$ cat src/rtl/round_pkg.sv
// ----------------------------------------------------------------------------
// round_pkg
// Shared types for the round counter: FSM state encoding, counting-mode
// encoding and small mode-decode helpers.
// ----------------------------------------------------------------------------
package round_pkg;

    typedef enum logic {
        ST_IDLE = 1'b0,
        ST_RUN  = 1'b1
    } state_t;

    typedef enum logic [1:0] {
        MODE_UP_WRAP    = 2'b00,
        MODE_DOWN_WRAP  = 2'b01,
        MODE_UP_ONESHOT = 2'b10,
        MODE_RSVD       = 2'b11   // decodes as up-wrap
    } mode_t;

    // Only down-wrap counts downward; the reserved code falls through to up-wrap.
    function automatic logic is_down(input mode_t m);
        return (m == MODE_DOWN_WRAP);
    endfunction

    function automatic logic is_oneshot(input mode_t m);
        return (m == MODE_UP_ONESHOT);
    endfunction

endpackage

$ cat src/rtl/sat_counter.sv
// ----------------------------------------------------------------------------
// sat_counter
// Saturating up-counter used to count terminal events within one run.
// Ports:
//   clk     - rising-edge clock
//   rst_n   - asynchronous active-low reset (count -> 0)
//   i_clr   - synchronous clear, wins over i_inc
//   i_inc   - increment by one, holding at all-ones
//   o_count - registered count
// ----------------------------------------------------------------------------
module sat_counter #(
    parameter int WRAP_W = 4
) (
    input  logic              clk,
    input  logic              rst_n,
    input  logic              i_clr,
    input  logic              i_inc,
    output logic [WRAP_W-1:0] o_count
);

    logic [WRAP_W-1:0] r_count;

    always_ff @(posedge clk or negedge rst_n) begin
        if (!rst_n) begin
            r_count <= '0;
        end else if (i_clr) begin
            r_count <= '0;
        end else if (i_inc && !(&r_count)) begin
            r_count <= r_count + 1'b1;
        end
    end

    assign o_count = r_count;

endmodule

$ cat src/rtl/round_counter_fsm.sv
// ----------------------------------------------------------------------------
// round_counter_fsm
// Two-state (IDLE/RUN) round counter. A run is started from IDLE, latching
// the terminal limit and counting mode; each E in RUN advances one round.
// Reaching the terminal value produces a one-cycle tc pulse and bumps a
// saturating wrap count; oneshot runs also pulse done and return to IDLE.
// abort ends a run at once with no tc/done.
// Ports:
//   clk   - rising-edge clock
//   R     - asynchronous active-low reset
//   start - begin a run (IDLE only)
//   E     - advance one round (RUN only)
//   abort - terminate the run, highest priority
//   mode  - 00 up-wrap, 01 down-wrap, 10 up-oneshot, 11 as 00
//   data  - terminal limit, latched on accepted start
//   ROUND - current round value
//   tc    - terminal-count pulse
//   busy  - high while in RUN
//   done  - oneshot completion pulse
//   wraps - saturating terminal-event count for the current run
// ----------------------------------------------------------------------------
module round_counter_fsm
    import round_pkg::*;
#(
    parameter int SIZE   = 4,   // 2..16
    parameter int WRAP_W = 4    // 1..16
) (
    input  logic              clk,
    input  logic              R,
    input  logic              start,
    input  logic              E,
    input  logic              abort,
    input  logic [1:0]        mode,
    input  logic [SIZE-1:0]   data,
    output logic [SIZE-1:0]   ROUND,
    output logic              tc,
    output logic              busy,
    output logic              done,
    output logic [WRAP_W-1:0] wraps
);

    state_t          r_state;
    mode_t           r_mode;
    logic [SIZE-1:0] r_limit;
    logic [SIZE-1:0] r_round;
    logic            r_tc;
    logic            r_done;

    logic            w_down;
    logic            w_oneshot;
    logic            w_terminal;
    logic            w_accept;
    logic            w_wrap_inc;
    logic [SIZE-1:0] w_start_round;

    assign w_down    = is_down(r_mode);
    assign w_oneshot = is_oneshot(r_mode);

    // Down-wrap terminates at zero, every up mode at the latched limit.
    // With a zero limit the up test is true on every E, so ROUND stays 0.
    assign w_terminal = w_down ? (r_round == '0) : (r_round == r_limit);

    assign w_accept      = (r_state == ST_IDLE) && start && !abort;
    assign w_start_round = (mode_t'(mode) == MODE_DOWN_WRAP) ? data : '0;

    // abort suppresses the wrap increment along with tc/done.
    assign w_wrap_inc = (r_state == ST_RUN) && !abort && E && w_terminal;

    always_ff @(posedge clk or negedge R) begin
        if (!R) begin
            r_state <= ST_IDLE;
            r_mode  <= MODE_UP_WRAP;
            r_limit <= '0;
            r_round <= '0;
            r_tc    <= 1'b0;
            r_done  <= 1'b0;
        end else begin
            // Pulses last exactly one cycle.
            r_tc   <= 1'b0;
            r_done <= 1'b0;
            case (r_state)
                ST_IDLE: begin
                    // ROUND holds here so a finished oneshot keeps its value.
                    if (w_accept) begin
                        r_limit <= data;
                        r_mode  <= mode_t'(mode);
                        r_round <= w_start_round;
                        r_state <= ST_RUN;
                    end
                end
                ST_RUN: begin
                    if (abort) begin
                        r_state <= ST_IDLE;
                        r_round <= '0;
                    end else if (E) begin
                        if (w_terminal) begin
                            r_tc <= 1'b1;
                            if (w_oneshot) begin
                                r_done  <= 1'b1;
                                r_state <= ST_IDLE;
                            end else if (w_down) begin
                                r_round <= r_limit;
                            end else begin
                                r_round <= '0;
                            end
                        end else if (w_down) begin
                            r_round <= r_round - 1'b1;
                        end else begin
                            r_round <= r_round + 1'b1;
                        end
                    end
                end
                default: r_state <= ST_IDLE;
            endcase
        end
    end

    sat_counter #(
        .WRAP_W (WRAP_W)
    ) u_wraps (
        .clk     (clk),
        .rst_n   (R),
        .i_clr   (w_accept),
        .i_inc   (w_wrap_inc),
        .o_count (wraps)
    );

    assign ROUND = r_round;
    assign tc    = r_tc;
    assign done  = r_done;
    assign busy  = (r_state == ST_RUN);

endmodule

$ cat config.mk
export PLATFORM = sky130hd
export DESIGN_NAME = round_counter_fsm
export DESIGN_NICKNAME = d
export VERILOG_FILES = /design/src/rtl/round_pkg.sv /design/src/rtl/sat_counter.sv /design/src/rtl/round_counter_fsm.sv
export SDC_FILE = /design/constraint.sdc
export NUM_CORES = 1
export LEC_CHECK = 0
export CAP_MARGIN = 20
export CORE_MARGIN = 2
export CORE_UTILIZATION = 40
export DETAILED_ROUTE_END_ITERATION = 6
export MAX_ROUTING_LAYER = met4
export PLACE_DENSITY = 0.77
export SYNTH_ARGS = -nofsm -noshare
export SYNTH_HDL_FRONTEND = slang
export SYNTH_SLANG_ARGS = --single-unit
$ cat constraint.sdc
create_clock -name clk -period 3.36 [get_ports clk]
set_input_delay 0.672 -clock clk [delete_from_list [all_inputs] [get_ports clk]]
set_output_delay 0.672 -clock clk [all_outputs]
set_load 0.01 [all_outputs]
# Word level (Yosys, flattened, before mapping)
# Index checks and enable logic that the tools add are counted.
[totals]
register_bits = 17
word_cells = 58
output_inout_bits = 11
[op_classes]
muxes = 27
eq_ne = 7
bitwise_logic = 1
n_reduce_logical = 13
n_addsub = 3
[ops]
columns = ["op", "n"]
rows = [
  ["4-bit two-way mux", 10],
  ["1-bit two-way mux", 15],
  ["4-bit by 1-bit adder with 4-bit output (second input constant)", 2],
  ["4-bit case mux with 2 select lines", 1],
  ["1-bit logical AND", 6],
  ["2-bit by 1-bit == test with 1-bit output (second input constant)", 2],
  ["4-bit == test", 1],
  ["4-bit zero test", 1],
  ["4-bit != test (second input constant)", 1],
  ["4-bit AND reduction", 1],
  ["4-bit by 1-bit subtractor with 4-bit output (second input constant)", 1],
  ["3-bit != test (second input constant)", 1],
  ["3-bit AND reduction", 1],
  ["2-bit == test (second input constant)", 1],
  ["1-bit zero test", 2],
  ["2-bit by 1-bit != test with 1-bit output (second input constant)", 1],
  ["1-bit case mux with 2 select lines", 1],
  ["2-bit AND reduction", 1],
  ["2-bit nonzero test", 1],
  ["1-bit inverter", 1],
]

# Longest topological paths before layout
# Gate-level depths: netlist of the first run.
[depth]
depth_word = 7
ltp_mapped = 8
mapped_depth_nobuf = 8

# Cells and area by module
# A second synthesis of the first run with hierarchy kept.
[hier_totals]
cells_unflattened = 100
area_unflattened_um2 = 1038.5
[modules_own_cells]
columns = ["mod", "instances", "cells_per_inst", "area_each_um2"]
rows = [
  ["round_counter_fsm", 1, 80, 809.5],
  ["sat_counter", 1, 20, 229.0],
]

# Worst setup path after synthesis of the first run
# OpenSTA, ideal clock, no wires.
[synth_timing]
path_kind = "input-to-reg"
start = "input port abort"
end = "register r_limit[0]"
path_slack_ns = 1.489
setup_time_ns = 0.125
t_required_ns = 3.235
path_buffers = 1
arrival_ns = 1.746
cell_stages = 3
path_cell_list = "nor3b_1 clkbuf_1 mux2_2"
[synth_between]
elab_chain_cells = 3
[synth_lines]
columns = ["element", "line_no", "text"]
rows = [
  ["start: declaration", "round_counter_fsm.sv:32", "input logic abort,"],
  ["1-bit zero test", "round_counter_fsm.sv:63", "assign w_accept = (r_state == ST_IDLE) && start && !abort;"],
  ["1-bit logical AND", "round_counter_fsm.sv:63", ""],
  ["2-bit AND reduction (no source line)", "n/a", ""],
  ["end signal: assignment", "round_counter_fsm.sv:85", "r_limit <= data;"],
  ["end: declaration", "round_counter_fsm.sv:44", "logic [SIZE-1:0] r_limit;"],
]
# Every way passes these cells.
# A chain may end at the register's enable or synchronous reset.

# Worst setup path after layout of the first run
[layout_timing]
start = "register r_round[0], in the netlist ROUND[0]"
end = "output port ROUND[0]"
[layout_rtl]
columns = ["element", "line_no", "text"]
rows = [
  ["start: declaration", "round_counter_fsm.sv:45", "logic [SIZE-1:0] r_round;"],
  ["start signal: assignment", "round_counter_fsm.sv:87", "r_round <= w_start_round;"],
  ["start signal: assignment", "round_counter_fsm.sv:102", "r_round <= r_limit;"],
  ["start signal: assignment", "round_counter_fsm.sv:107", "r_round <= r_round - 1'b1;"],
  ["end: declaration", "round_counter_fsm.sv:35", "output logic [SIZE-1:0] ROUND,"],
]
# No word-level cell between the ends.

==> results of run 1 <==
## worst paths after layout
path                              to       from  cells after the start  slack [ns]
setup / recovery            ROUND[0]   ROUND[0]                      1        1.24
hold / removal             r_mode[1]  r_mode[1]                      1        0.56
setup reg to reg            ROUND[3]  r_mode[0]                      7        1.43
hold reg to reg            r_mode[1]  r_mode[1]                      1        0.56
max in group asynchronous   ROUND[0]          R                      1        2.05
min in group asynchronous       busy          R                      1        0.82
## per-layer routing
layer  global-route usage (%)  vias up  wire, microns
li1                         -      438              -
met1                     20.1      420           1010
met5                        -        -              0
met2                     24.3       32           1050
met4                     7.82        0             50
met3                    0.698        6             88
## cells in the final DEF (no fill, tap or decap), types with 2 or more instances in the layout
| cell type | synthesis | routed |
|---|---|---|
| a31oi_1 | 2 | 2 |
| ha_1 | 3 | 3 |
| inv_1 | 2 | 2 |
| mux2i_1 | 2 | 2 |
| or3_1 | 2 | 2 |
| nor3_1 | 2 | 2 |
| nor2_1 | 8 | 8 |
| clkinv_2 | 1 | 2 |
| nand2_1 | 8 | 8 |
| dfrtp_1 | 17 | 17 |
| a21oi_1 | 4 | 4 |
| clkdlybuf4s50_1 | 0 | 21 |
| nand3_1 | 3 | 3 |
| mux2_2 | 5 | 5 |
| o21ai_0 | 11 | 11 |
| xor2_1 | 2 | 2 |
| nor3b_1 | 3 | 3 |
| o31a_1 | 2 | 2 |
| xnor2_1 | 4 | 4 |
| nand2b_1 | 3 | 3 |
| clkbuf_4 | 0 | 3 |
## flip-flops by register name (all words and copies together), names as in the netlist
signal / cells
busy: 1
done: 1
r_limit: 4
ROUND: 4
u_wraps.o_count: 4
tc: 1
r_mode: 2
## power by group
group          leakage, nW  switching, mW  internal [mW]  total, mW
Clock               0.0177         0.0661         0.0443      0.110
Sequential           0.219         0.0579          0.241      0.299
Combinational        0.339          0.162          0.159      0.321
Total                0.577          0.286          0.444      0.731
## stage by stage
step	cells	setup WS, ns	power, mW	hold slack, ns
floorplan	105	1.49	0.523	0.376
global placement	155	1.00	0.612	0.544
detailed placement	155	0.961	0.623	0.548
CTS	159	1.23	0.735	0.570
global route	159	1.15	0.784	0.598
finish	159	1.24	0.731	0.565
## final cells by class
cell class              instances  area, sq um
clock buffers                   3         22.5
repair buffers                 22          218
inverters                       3         12.5
flip-flops and latches         17          425
well taps                      30         37.5
fillers                       235         1180
clock inverters                 1         5.00
multi-input cells              83          624
## logic make-up after synthesis
family,count (synthesis)
compound gates,28
xor+xnor,6
fa+ha+maj,3
buf+inv,5
flops,17
mux,7
simple gates,39
==> impl.org, run 1 <==
** Run status
- The run finished with clean final reports.

** Global route
- Largest net degree at the start of global routing :: 18
- Global routing consumed, over all layers together, 15.4% of the routing resources.
- The number of global-route vias before repair is 873.
- Overflow left after global routing :: 0
- Antenna violations before repair :: 0
- Global-route wire length before repair :: 3750 microns

** Yosys
- Cell types with the largest area share after synthesis :: dfrtp_1 (39%), mux2_2 (5.2%), o21ai_0 (5.1%)
- In this run, distinct cell masters in the synthesized netlist total 40.
- Adder-Cell Fraction of Synth Area :: 3.48%
- After Yosys synthesis, XOR and XNOR cells account for 4.88% of the synthesized area.
- The synthesized netlist devotes 20.3% of its cell area to compound gates.
- Warnings from Yosys :: 0
- Async SR Flop Fraction :: 100%
- Post-synthesis share of cell area spent on and, or, nand and nor gates :: 22.2%
- By area, the combinational part of the netlist is dominated by simple AND/OR/NAND/NOR gates.
- Netlist area before placement :: 1080 sq um
- Synthesis produced a netlist whose cell count is 105.
- Syn_nets :: 119
- Sequential cells were found to cover 39.5% of the synthesized design area.
- After synthesis the netlist holds a flip-flop and latch count of 17.
- Synth Area per Inst :: 10.3 sq um
- Measured against the total synthesized area, the mux share comes to 7.08%.
- In the synthesized netlist the dominant register cell turns out to be dfrtp_1.
- By count the netlist is led by dfrtp_1 (17), o21ai_0 (11), nand2_1 (8), nor2_1 (8), mux2_2 (5).
- The biggest area contributor in the post-synthesis netlist is dfrtp_1.
- Yosys instantiated no cell more often than dfrtp_1.
- The synthesized design contains 0 enable-type register cells.
- The share of synthesized area in the top cell type comes to 39.5%.

** Timing
- Between clock sinks in the finished design, the worst skew comes to 0.0104 ns.
- The worst pin sits at a relative slew slack of 48.2%.
- Final-report setup violation count :: 0
- Unrepaired setup endpoints after global routing :: no
- Final worst path period need :: 2.12 ns
- The final count of hold timing violations was 0.
- Number of pins exceeding their max-slew limit in the final report :: 0
- For the pin with the worst max-slew slack, the measured transition is 0.774 ns.
- The worst path uses 63.1% of the clock period.
- Derived from the worst setup path, the maximum achievable clock frequency is 472 MHz.
- For the final routed database, the setup TNS stands at 0 ns.

** Min path
- In this run the worst hold path is classified as reg -> reg.

** Final layout
- The post-route netlist has 13.2% of its cells at a drive strength greater than 1.
- Cells fill 53.3% of the core in the end.
- The final layout contains 144 nets.
- 0 antenna diodes ended up in the layout.
- Area growth, synth to finish :: 24.9%
- Post-layout instance area :: 1350 sq um

** Placement
- After legalization and detailed placement, the total HPWL measured 1700 microns.
- Placed standard-cell area :: 1320 sq um
- At the end of routability-driven placement, the weighted congestion stood at 0.836.
- Port buffer count :: 21

** Floorplanning
- The die covers 3120 sq um.
- From left edge to right edge, the die measures 55.9 microns.
- The die is 55.9 microns tall.
- Initial core utilization :: 42.7%
- Standard-cell rows :: 18
- The core region is 2520 sq um.
- I/O pins :: 22

** Setup path
- STA classifies the critical path startpoint as a flop.
- Counting both buffers and inverters, the worst setup path holds a total of 1.
- Traced cell by cell, the critical path runs through clkdlybuf4s50_1.
- CP Capture Type :: output pin
- The cell family contributing the most delay on the critical path is buffers and inverters.
- At the worst endpoint, the required time is 2.69 ns.
- In this run the worst path has a maximum fanout of 8.
- The slowest stage of the critical path is the clkdlybuf4s50_1 cell.
- Worst path max stage delay :: 0.61 ns
- STA puts the critical path data arrival time at 1.45 ns.
- Type of the setup path with the least slack :: reg -> out

** Clock tree
- Clock transition at the registers of the reported paths :: 0.09 ns
- Root buffer cell :: clkbuf_4
- No sink is reached through more buffers than the 2 on the longest clock path.
- TritonCTS clock tree :: built
- Gates resized during post-CTS repair numbered 0.
- The tree built by TritonCTS fans out to 17 sinks.
- Clock buffers created by TritonCTS :: 3
- Clock latency on the worst-skew pair, taken at its later pin, is 0.30 ns.
- Number of buffers added to fix hold violations after cts :: 0
- Buffers added to address setup during post-CTS repair amount to 0.
- H-tree Lvls :: 1

** Run
- Max Cap Violations :: 0

** Route
- The detailed router finished its first iteration with 22 violations.
- Post-route antenna net violation count :: 0
- Summing over every cut layer, the via total after detailed routing is 896.
- DRT Pass-1 Iters :: 4
- Avg Vias per Cell :: 5.64
- Average wire length per cell after detail routing :: 13.9 microns
- After detailed routing, the number of remaining DRC violations is 0.
- Wires add up to 2200 microns.

** Power and ir drop
- The worst-case IR drop observed on VDD is 0.300 mV.
- For this design the static power due to leakage is 0.577 nW.
- Power density over the cells :: 543 nW/um^2
Note: power is estimated with default switching activity, not from simulation.
==> inputs of run 2 (changes only) <==
--- a/config.mk
+++ b/config.mk
@@ -10,7 +10,7 @@
 export CORE_UTILIZATION = 40
 export DETAILED_ROUTE_END_ITERATION = 6
 export MAX_ROUTING_LAYER = met4
-export PLACE_DENSITY = 0.77
+export PLACE_DENSITY = 0.79
 export SYNTH_ARGS = -nofsm -noshare
 export SYNTH_HDL_FRONTEND = slang
 export SYNTH_SLANG_ARGS = --single-unit
==> constraint.sdc (replaced) <==
create_clock -name clk -period 1.75 [get_ports clk]
set_input_delay 0.35 -clock clk [delete_from_list [all_inputs] [get_ports clk]]
set_output_delay 0.35 -clock clk [all_outputs]
set_load 0.01 [all_outputs]
==> run 2 against run 1 <==
- the flow now finishes with violations (negative setup slack)
- first-iteration DRC count increased by 18%
- power increased by 130%
- worst setup slack got worse by 1.2 ns
- sequential power increased by 87%
- clock skew decreased by 0.0090 ns
- register-to-register slack got worse by 1.4 ns
- clock-buffer cell count increased by 1
- sequential share of layout area decreased by 4.6 points
- critical path depth increased by 5
- critical path type is now reg -> reg
- highest routed layer unchanged
==> impl.org, run 2 (synthesis results as in run 1) <==
** Run status
- Status :: finished, violations left
- Violated checks :: negative setup slack

** Timing
- The final count of hold timing violations is 0.
- Worst setup skew after layout :: 0.00143 ns
- For the pin with the worst max-slew slack, the measured transition is 0.421 ns.
- For this run, the top clock speed supported by timing is 570 MHz.
- For the finished layout, the period the worst path requires is 1.75 ns.
- The tightest hold path in the finished design has a slack of 0.372 ns.
- Of the available clock period, the critical path in the final layout requires 100%.
- The worst pin sits at a relative slew slack of 71.6%.
- Setup repair after global routing could not meet its margin everywhere.
- Final-report setup violation count :: 1
- The final number of max-transition violations is 0.
- Adding up every negative setup slack in the final design gives -0.00449 ns.
- Setup WS post-layout :: -0.00449 ns

** Run
- Across the run, the number of max-cap violations was 0.

** Setup path
- Required time at the endpoint of the critical path :: 1.97 ns
- Type of the setup path with the least slack :: reg -> reg
- STA classifies the critical path startpoint as a flop.
- Of all nets on the critical path, the largest fanout is 3.
- CP Capture Type :: flop
- Worst EP arrival :: 1.98 ns

** Power and ir drop
- The worst-case IR drop observed on VDD is 0.615 mV.
- Net switching component of the power :: 0.627 mW
- Portion of total power attributed to the clock network :: 12.8%
- Power share of the sequential group :: 33.7%
- Internal power comes to 1.03 mW.
- In this run, the combinational gates consume 53.5% of the power.
- Final Power :: 1.66 mW
- Power density over the cells :: 1050 nW/um^2
- Static Leak :: 0.747 nW
- Sw frac :: 37.8%

** Clock tree
- Post-CTS timing repair inserted 0 buffers for setup.
- TritonCTS clock tree :: built
- Clock buffers created by TritonCTS :: 3
- Later-pin clock latency in the skew report :: 0.29 ns
- Number of buffers added to fix hold violations after cts :: 0
- H-tree Lvls :: 1
- Clock transition at the registers of the reported paths :: 0.10 ns
- The longest clock path from root to sink contains 2 buffers.
- In this run the clock root is driven by a clkbuf_4.
- The clock net in this run drives a total of 17 sinks.

** Final layout
- Final core area utilization :: 62.6%
- Number of nets in the layout :: 168
- Antenna cells :: 0
- Most common library cell in the layout ignoring fill and taps :: buf_4
- Of the cells placed in the final design, the portion with a size suffix greater than 1 is 31.4%.
- Area growth, synth to finish :: 46.7%
- The filler cells instantiated in the layout total 213.
- In the layout the commonest cells are buf_4 (23), clkdlybuf4s50_1 (18), dfrtp_1 (16).

** Route
- Via Count :: 1011
- Iter 0 DRT Violations :: 26
- DRT Pass-1 Iters :: 4
- Dividing the detail-routed via count by the number of cells gives 5.52.
- Once detail routing completed, the nets flagged for antenna violations numbered 0.
- Final routed DRC violation total :: 0
- Average wire length per cell after detail routing :: 14.3 microns
- Detailed Route WL :: 2610 microns

** Floorplanning
- Die area :: 3120 sq um
- Initial core utilization :: 42.7%
- Standard-cell rows :: 18
- The floorplan step defined a core boundary enclosing 2520 sq um.
- The floorplan step set the die height to 55.9 microns.
- Horizontal die dimension :: 55.9 microns
- I/O pins :: 22

** Min path
- The worst hold path belongs to the class in -> async.

** Placement
- At the end of routability-driven placement, the weighted congestion stood at 0.885.
- Once detailed placement completed, the half-perimeter wirelength came to 2020 microns.
- Port buffer count :: 21
- Placement Setup Slack :: -0.274 ns

** Global route
- Summed over all layers, the global routing overflow is 0.
- The first global-routing pass estimated 4260 microns of wire.
- Entering global routing, the biggest net connects 18 pins.
- Total Routing Usage GR :: 18.0%
- The initial antenna violation count was 0.
- Via count of the first global-routing pass :: 969
[run 2: cell count changes in the layout (fill, tap and decap cells not counted), moves of 2 or more]
cell             previous run  this run
o21ai_0                    11         8
xnor2_1                     4         1
clkdlybuf4s50_1            21        18
buf_4                       1        23
xnor2_2                     0         3
buf_6                       0         2
dlymetal6s2s_1              0         3
o21ai_1                     0         3
[run 2: critical path: stages (launching register included)]
cell and delay, ns:
dfrtp_1 0.44, buf_4 0.16, nor2_4 0.14, nand3_4 0.10, o32a_4 0.36, or3_1 0.34
a21oi_1 0.14
[run 2: power groups by stage]
stage	combinational, mW	clock [mW]	sequential [mW]
after floorplan	0.437	0	0.567
after global placement	0.804	0	0.540
after detailed placement	0.837	0	0.543
after CTS	0.852	0.220	0.542
after global routing	0.969	0.240	0.570
final	0.887	0.212	0.559
[run 2: stage by stage]
stage	cell area (sq um)	instances
2_1_floorplan	1080	105
3_3_place_gp	1500	179
3_5_place_dp	1500	179
4_1_cts	1530	183
5_1_grt	1580	183
6_report	1580	183
[run 2: final cells by class]
cell class                      count  area, sq um  share of cell area [%]
Timing Repair Buffer               46          413                    26.1
Clock buffer                        4         26.3                    1.66
Inverter                            3         12.5                   0.792
Tap cell                           30         37.5                    2.38
Sequential cell                    17          427                    27.0
Multi-Input combinational cell     83          664                    42.0
[run 2: path summary, 6_finish.rpt]
check	endpoint	startpoint	cells past startpoint	slack [ns]
min in group clk	u_wraps.o_count[1]	u_wraps.o_count[1]	2	0.59
hold / removal	r_limit[1]	R	2	0.37
setup reg to reg	u_wraps.o_count[3]	ROUND[1]	6	-0.004
max in group asynchronous	ROUND[2]	R	2	1.18
setup / recovery	u_wraps.o_count[3]	ROUND[1]	6	-0.004
hold reg to reg	u_wraps.o_count[1]	u_wraps.o_count[1]	2	0.59
[run 2: repair_timing]
item                                   CTS  global route
pin swaps                                1             1
resized for setup                        4            12
endpoints found under the hold margin    0             0
setup endpoints to repair                2            10
[run 2: metal layers]
metal	track usage (%)	wire length [microns]	vias to the layer above
met4	10.5	74	0
met2	28.7	1340	31
met3	2.33	90	7
met5	-	0	-
li1	-	-	487
met1	21.9	1100	486
==> edit: new RTL, flow settings as in run 2 <==
Set the parameter `SIZE` to 16 (it was 4).
--- a/src/rtl/round_counter_fsm.sv
+++ b/src/rtl/round_counter_fsm.sv
@@ -24,3 +24,3 @@
 #(
-    parameter int SIZE   = 4,   // 2..16
+    parameter int SIZE   = 16,   // 2..16
     parameter int WRAP_W = 4    // 1..16
Interface: changed (resized ROUND and data); port bits go from 22 to 46. The function was not compared with the original's and may differ.
==> edit against run 2 <==
The flow still finishes with violations (negative setup slack). Utilization grew 4.6 points. Sequential cell count grew 24. Critical endpoint is now ROUND[4]. Design area grew to 2.9 times the old value. Clock power grew to 3.9 times the old value. Power grew to 2.8 times the old value. Highest routed layer unchanged. Area after synthesis grew to 2.7 times the old value. Worst setup slack lost 630 ps. Cell count grew to 3.2 times the old value. Critical path depth grew 1. Routed wire length grew to 4.0 times the old value.
==> edit: results (changes against run 2) <==
* Setup tns final at -12560 ps (-12560 ps)
* Largest net degree at the start of global routing at 22 (+4)
* WHS at 7.49 ps (-364 ps)
* Htree depth at 2 (+1)
* Seq/Total Area, Yosys at 35.9% (-3.6 points)
* Worst r2r src: ROUND[2]
* Ys Warns at 0 (unchanged)
* Status: complete, but fails checks
* Global-route wire length before repair at 15700 µm (+270%)
* DRT Pass-1 Iters at 6 (+2)
* Endpoints failing setup at 23 (+22)
* Share of cells above drive strength 1 at 38.1% (+6.8 points)
* Port Buffer Count at 45 (+110%)
* Met1 track utilization from global routing at 32.6% (+11 points)
* DRT met1 WL at 4300 µm (+290%)
* Critical Path Fanout Max at 6 (+3)
* Final hold violation count at 0 (unchanged)
* Top cells by count, synth: nand2_1 (71), dfrtp_1 (41), xnor2_1 (24)
* Via count at 3345 (+230%)
* Longest Clk Path Bufs at 2 (unchanged)
* Dpl hpwl at 7310 µm (+260%)
* CP Data Arrival Time at 2590 ps (+610 ps)
* CTS root buf: clkbuf_8
* Skew final at 9.93 ps (+8.49 ps)
* Leak at 2.15 nW (+190%)
* Worst path slowest cell: or4_4
* Final WS setup at -632 ps (-627 ps)
* FILL cells at 497 (+130%)
* Fin nets at 511 (+200%)
* Failing checks: negative setup slack
* GP Congestion at 0.967 (+9.3%)
* Slew margin rel. at 64.1% (-7.5 points)
* CP peak stage delay at 550 ps (+110 ps)
* Asr flop ratio synth at 100% (unchanged)
* Wire per inst at 18.2 µm (+27%)
* Net Sw Power at 1.77 mW (+180%)
* Met3 Use GR at 5.04% (+2.7 points)
* Worst-Skew Late Latency at 310 ps (+20 ps)
* Post-synthesis instance total at 340 (+220%)
* Syn nets at 367 (+210%)
* DR iter-0 viols at 321 (+1100%)
* Vias in the first global route at 3213 (+230%)
* Met2 Track Usage GR at 44.2% (+15 points)
* Initial antenna violation count at 0 (unchanged)
* Worst reg2reg endpoint: ROUND[4]
* CTS Buf Count at 5 (+2)
* WL met3 at 764 µm (+750%)
* Yosys cell types at 57 (+43%)
* Met2 routed WL at 5130 µm (+280%)
* Maximum vdd ir drop at 631 µV (+2.7%)
* GRT Total Usage at 26.8% (+8.8 points)
* Synth area leaders: dfrtp_1 (36%), nand2_1 (9.3%), xnor2_1 (7.3%)
* Dpl cells at 553 (+210%)
* Vias per std cell at 5.76 (+4.2%)
* Worst-path clk slew at 90 ps
* Register-to-Register Path Depth at 7 (+1)
* Worst Hold Class: in -> async
edit: worst max path at each step:
stage | end | cells past startpoint
finish | ROUND[4] | 7
global route | ROUND[5] | 7
CTS | ROUND[15] | 9
detailed placement | ROUND[9] | 8
global placement | ROUND[4] | 7
floorplan | ROUND[4] | 12
edit: through the flow:
stage,total power [mW],setup WS [ps],utilization (%),area [µm²]
global route,4.83,-703,67.2,4620
global placement,3.32,-705,59.5,4090
CTS,4.37,-624,64.0,4400
detailed placement,3.38,-763,59.5,4090
finish,4.64,-632,67.2,4620
floorplan,2.40,-683,-,2950
edit: what timing repair did:
item / in CTS / in global routing
gates resized for setup: 38 / 31
setup buffers: 11 / 9
endpoints found under the setup margin: 33 / 29
pin swaps: 17 / 14
edit: cell families after synthesis:
kind of cell | Yosys count | share of synthesized area (%)
multiplexers | 4 | 1.40
XOR/XNOR | 25 | 7.65
adder cells (fa/ha/maj) | 4 | 1.75
flip-flops | 41 | 35.9
buffers and inverters | 31 | 6.43
AND/OR/NAND/NOR | 157 | 26.8
AO/OA/AOI/OAI | 78 | 20.1
edit: power by group through the flow:
| stage | clock (mW) | combinational [mW] | sequential (mW) |
|---|---|---|---|
| after floorplan | 0 | 1.10 | 1.30 |
| after global placement | 0 | 2.07 | 1.25 |
| after detailed placement | 0 | 2.12 | 1.26 |
| after CTS | 0.807 | 2.30 | 1.26 |
| after global routing | 0.855 | 2.67 | 1.30 |
| final | 0.820 | 2.53 | 1.28 |
edit: final cells by class:
type	instances	share of cell area, %
Clock inverter	3	1.00
Inverter	4	0.407
Tap cell	96	2.60
Timing Repair Buffer	164	30.5
Multi-Input combinational cell	268	41.7
Sequential cell	41	22.3
Clock buffer	5	1.49
